<file path="config.mk">
export PLATFORM = sky130hd
export DESIGN_NAME = aes_uart_sequencer
export DESIGN_NICKNAME = d
export VERILOG_FILES = /design/src/rtl/aes_uart_sequencer.sv
export SDC_FILE = /design/constraint.sdc
export NUM_CORES = 1
export LEC_CHECK = 0
export ABC_AREA = 0
export CAP_MARGIN = 20
export CORE_AREA = 2 2 258 260
export CTS_BUF_LIST = sky130_fd_sc_hd__clkbuf_8
export DETAILED_ROUTE_END_ITERATION = 12
export DIE_AREA = 0 0 260 262
export DONT_BUFFER_PORTS = 1
export GPL_TIMING_DRIVEN = 0
export SLEW_MARGIN = 20
export SYNTH_ARGS = -nofsm -noshare
export SYNTH_HDL_FRONTEND = slang
export SYNTH_SLANG_ARGS = --single-unit
</file>
<file path="constraint.sdc">
create_clock -name clk -period 2.3 [get_ports clk]
set_clock_uncertainty 0.15 [all_clocks]
set_input_delay 0.115 -clock clk [delete_from_list [all_inputs] [get_ports clk]]
set_output_delay 0.115 -clock clk [all_outputs]
set_load 0.05 [all_outputs]
</file>
<file path="src/rtl/aes_uart_sequencer.sv">
// Sequencer between the UART receive/transmit buffers and the AES core.
// Optional macro AES_TIMEOUT_EN aborts a block stuck in AES_WAIT and sets a sticky error.
module aes_uart_sequencer #(
   parameter int CNT_W          = 16,
   parameter int TIMEOUT_CYCLES = 1024
) (
   input  logic             clk,
   input  logic             reset,
   input  logic             rx_empty,
   input  logic [127:0]     rx_data,
   output logic             rx_read_en,
   input  logic             rekey,
   output logic [127:0]     aes_key,
   output logic             aes_key_valid,
   output logic [127:0]     aes_din,
   output logic             aes_start,
   input  logic             aes_done,
   input  logic [127:0]     aes_dout,
   input  logic             tx_busy,
   output logic [127:0]     tx_data,
   output logic             tx_write_en,
   output logic             busy,
   output logic [CNT_W-1:0] block_count,
   output logic             error
);

   typedef enum logic [2:0] {
      IDLE, RX_REQ, RX_CAP, AES_START, AES_WAIT, TX_PUSH
   } state_t;

   state_t             state_q, state_d;
   logic               key_pending_q, key_pending_d;
   logic [127:0]       aes_key_q, aes_key_d;
   logic               aes_key_valid_q, aes_key_valid_d;
   logic [127:0]       aes_din_q, aes_din_d;
   logic [127:0]       tx_data_q, tx_data_d;
   logic [CNT_W-1:0]   block_count_q, block_count_d;

`ifdef AES_TIMEOUT_EN
   localparam int TO_W = $clog2(TIMEOUT_CYCLES) + 1;
   logic [TO_W-1:0]    tmo_cnt_q, tmo_cnt_d;
   logic               error_q, error_d;
`endif

   always_comb begin
      state_d         = state_q;
      key_pending_d   = key_pending_q;
      aes_key_d       = aes_key_q;
      aes_key_valid_d = aes_key_valid_q;
      aes_din_d       = aes_din_q;
      tx_data_d       = tx_data_q;
      block_count_d   = block_count_q;
      rx_read_en      = 1'b0;
      aes_start       = 1'b0;
      tx_write_en     = 1'b0;
`ifdef AES_TIMEOUT_EN
      tmo_cnt_d       = tmo_cnt_q;
      error_d         = error_q;
`endif
      unique case (state_q)
         IDLE: if (!rx_empty) state_d = RX_REQ;
         RX_REQ: begin
            rx_read_en = 1'b1;
            state_d    = RX_CAP;
         end
         RX_CAP: begin
            if (key_pending_q) begin
               aes_key_d       = rx_data;
               aes_key_valid_d = 1'b1;
               key_pending_d   = 1'b0;
               state_d         = IDLE;
            end else begin
               aes_din_d = rx_data;
               state_d   = AES_START;
            end
         end
         AES_START: begin
            aes_start = 1'b1;
`ifdef AES_TIMEOUT_EN
            tmo_cnt_d = '0;
`endif
            state_d   = AES_WAIT;
         end
         AES_WAIT: begin
            if (aes_done) begin
               tx_data_d = aes_dout;
               state_d   = TX_PUSH;
            end
`ifdef AES_TIMEOUT_EN
            // aes_done takes priority over a timeout landing in the same cycle
            else if (tmo_cnt_q == TO_W'(TIMEOUT_CYCLES - 1)) begin
               error_d = 1'b1;
               state_d = IDLE;
            end else begin
               tmo_cnt_d = tmo_cnt_q + 1'b1;
            end
`endif
         end
         TX_PUSH: begin
            if (!tx_busy) begin
               tx_write_en   = 1'b1;
               block_count_d = block_count_q + 1'b1;
               state_d       = IDLE;
            end
         end
         default: state_d = IDLE;
      endcase
      // A rekey arriving with a key capture keeps the flag set for the next block
      if (rekey) key_pending_d = 1'b1;
      // Strobes are suppressed while reset is asserted so an aborted block emits nothing
      if (reset) begin
         rx_read_en  = 1'b0;
         aes_start   = 1'b0;
         tx_write_en = 1'b0;
      end
   end

   always_ff @(posedge clk) begin
      if (reset) begin
         state_q         <= IDLE;
         key_pending_q   <= 1'b1;
         aes_key_q       <= '0;
         aes_key_valid_q <= 1'b0;
         aes_din_q       <= '0;
         tx_data_q       <= '0;
         block_count_q   <= '0;
      end else begin
         state_q         <= state_d;
         key_pending_q   <= key_pending_d;
         aes_key_q       <= aes_key_d;
         aes_key_valid_q <= aes_key_valid_d;
         aes_din_q       <= aes_din_d;
         tx_data_q       <= tx_data_d;
         block_count_q   <= block_count_d;
      end
   end

`ifdef AES_TIMEOUT_EN
   always_ff @(posedge clk) begin
      if (reset) begin
         tmo_cnt_q <= '0;
         error_q   <= 1'b0;
      end else begin
         tmo_cnt_q <= tmo_cnt_d;
         error_q   <= error_d;
      end
   end
   assign error = error_q;
`else
   assign error = 1'b0;
`endif

   assign aes_key       = aes_key_q;
   assign aes_key_valid = aes_key_valid_q;
   assign aes_din       = aes_din_q;
   assign tx_data       = tx_data_q;
   assign block_count   = block_count_q;
   assign busy          = (state_q != IDLE);

endmodule

</file>
==> results.ini <==
[logic_synthesis]
synthCells = 1790
async_reset_ff_share_pct = 0
yosys.area.top_type_share_pct = 57.73
synthesis.nets = 2053
avgSynthCellArea_um2 = 7.846
synth_cell_types = 36
synth_common_cells = nand2_1, dfxtp_1, a21oi_1, clkbuf_1, buf_2
synth_warnings = 0
ys_top_cells_by_area = dfxtp_1, nand2_1, a21oi_1
seq_area_frac_synth_pct = 57.73
netlist.top_cell.by_area = dfxtp_1
synth-seq-cells = 405
post-synth-top-count-cell = nand2_1
synth_ff_type = dfxtp_1
synth_edf_count = 0
syn_area_um2 = 14040

[timing]
slew_headroom_pct = 37.62
post-route-min-period_ns = 2.187
drv_slew = 0
fin_crit_sh_pct = 95.10
worstMarginPinSlew_ns = 0.9356
max_freq_mhz = 457.2
hold_viol_final = 0
tns_ns = 0
finalSetupViolations = 0
setup_slack_ns = 0.1127

[clock_network]
cts_tree = done
cts.path.max_buffers = 3
path_clk_slew_ns = 0.06
numCtsBuffers = 72
cts_setup_buffers = 0
root_buffer = clkbuf_8
cts_sinks = 405
clock_latency_ns = 0.64
h-tree-depth = 3

[place]
place_congestion = 0.8665
post-place-cells = 2654
pre_cts_ws_ns = -0.9621
placed_cell_area_um2 = 15140
io_buffers = 0
dpl.hpwl_um = 46360

[global_route]
track_usage_pct = 18.79
grt-ovfl-total = 0
antenna_found_initial = 10
grt_pass1_wl_um = 95830
grt_pass1_vias = 15272
grt_max_degree = 20

[worst_hold_path]
min_path_type = input pin to flop

[power]
p_leak_nw = 7.478
p_comb_share_pct = 7.7
pwr-share-seq_pct = 47.3
power.share.switching_pct = 26.60
p_switching_w = 0.004199
power.clock.fraction_pct = 45.0
peakVddDrop_mv = 0.5459
p_int_w = 0.01159
p_per_area_nw_per_um2 = 734.8

[floorplan]
die_h_um = 262
core_area_um2 = 65280
io_pins = 668
start_util_pct = 21.51
dieArea_um2 = 68120
rows = 94
die_x_um = 260

[setup_path]
cp.required_ns = 2.71
cp_cell_sequence = clkbuf_4 -> nor2b_1 -> and3b_1 -> buf_2 -> clkbuf_4 -> nand2_1 -> a21oi_1
cpMostUsedCell = clkbuf_4
path_class = flop to flop
crit_family = buffers and inverters
worst-path-buf-inv = 3
start_kind = flop
cp-end-kind = flop
slowest_delay_ns = 0.38
critPathMaxFanout = 10
cpMaxStageDelayCell = dfxtp_1
cp_data_arrival_time_ns = 2.60

[layout]
drive_gt1_share_pct = 8.319
nets = 2590
fin_cells = 3252
layout-area-overhead-vs-synth_pct = 53.00
stdcell_area_um2 = 21490
fin_util_pct = 32.92

[drt]
post_drt_wl_per_cell_um = 20.92
wl_um = 68020
vias = 15035
drc = 0
postRouteAntennaNets = 0
drt_iter0_drc = 1144
viasPerCell = 4.623
drt_pass1_iterations = 5

[job]
maxCapViolations = 0

[status]
status = finished clean

[path summary, 6_finish.rpt]
| check | slack [ns] | depth (start not counted) | startpoint | end |
|---|---|---|---|---|
| max | 0.11 | 7 | state_q[2] | tx_data[20] |
| min | 0.07 | 3 | rx_data[18] | aes_key[18] |
| max reg2reg | 0.11 | 7 | state_q[2] | tx_data[20] |
| min reg2reg | 0.43 | 2 | block_count[1] | block_count[1] |
[power by group through the flow]
| stage | Sequential, W | Clock (W) | Combinational [W] |
|---|---|---|---|
| 6_report | 0.00747 | 0.00711 | 0.00121 |
| 5_1_grt | 0.00748 | 0.00759 | 0.00129 |
| 4_1_cts | 0.00747 | 0.00727 | 0.00118 |
| 3_5_place_dp | 0.00763 | 0 | 0.000462 |
| 3_3_place_gp | 0.00763 | 0 | 0.000458 |
| 2_1_floorplan | 0.00759 | 0 | 0.000292 |
[per-stage QoR]
| step | power, W | hold WS (ns) |
|---|---|---|
| after floorplan | 0.007882 | 0.05936 |
| after global placement | 0.008086 | 0.06562 |
| after detailed placement | 0.008090 | 0.07197 |
| after CTS | 0.01592 | 0.0003810 |
| after global routing | 0.01636 | 0.002756 |
| final | 0.01579 | 0.06747 |
[cell families after synthesis]
kind of cell	synth area share (%)
compound gates	14.33
xor+xnor	0.4366
fa+ha+maj	0.08908
buf+inv	3.938
flops	57.73
mux	0.3207
other cells	0.02670
simple gates	23.13
[cell usage in the layout, fill, tap and decap left out, types with 6 or more instances in the layout]
master / n
clkbuf_1: 54
a21oi_1: 392
clkbuf_2: 32
nor2_1: 16
clkbuf_4: 10
diode_2: 8
buf_2: 26
dfxtp_1: 397
clkbuf_8: 83
dlygate4sd3_1: 467
inv_1: 28
clkinv_2: 6
nand3_1: 7
nand2_1: 775
[final cells by class]
class                      count  area (µm²)
buffer                       132       651.9
clock buffer                  81        1115
multi-input combinational   1248        5426
tap                          864        1081
inverter                       1       3.754
clock inverter                46       384.1
timing repair buffer         467        4674
antenna                        8       20.02
fill                        6549       43790
sequential                   405        8130
[per-layer routing]
layer	up-vias	routed length, µm	share of wire (%)	global-route usage (%)
met5	-	0	0	0
met4	0	3267	4.8	10.28
met1	7046	24110	35	19.17
li1	6875	-	-	-
met3	210	6892	10	6.877
met2	904	33760	50	33.40
[registers in the layout, indices dropped and copies added (netlist names)]
signal and flops:
aes_din 128, aes_key 128, tx_data 128, block_count 16, state_q 3, aes_key_valid 1, key_pending_q 1
[worst reg2reg max path: cells and delay by family, from the launching register on]
family | cells | cell delay (ns)
AO/OA/AOI/OAI | 1 | 0.17
buffers and inverters | 3 | 0.80
flip-flops | 1 | 0.38
AND/OR/NAND/NOR | 3 | 0.62
[repair_timing]
action | in CTS | in global routing
pin swaps | 1 | 0
endpoints found under the setup margin | 385 | 201
endpoints found under the hold margin | 399 | 0
hold buffers | 467 | 0
gates resized for setup | 66 | 32
(Power assumes the default switching activity.)
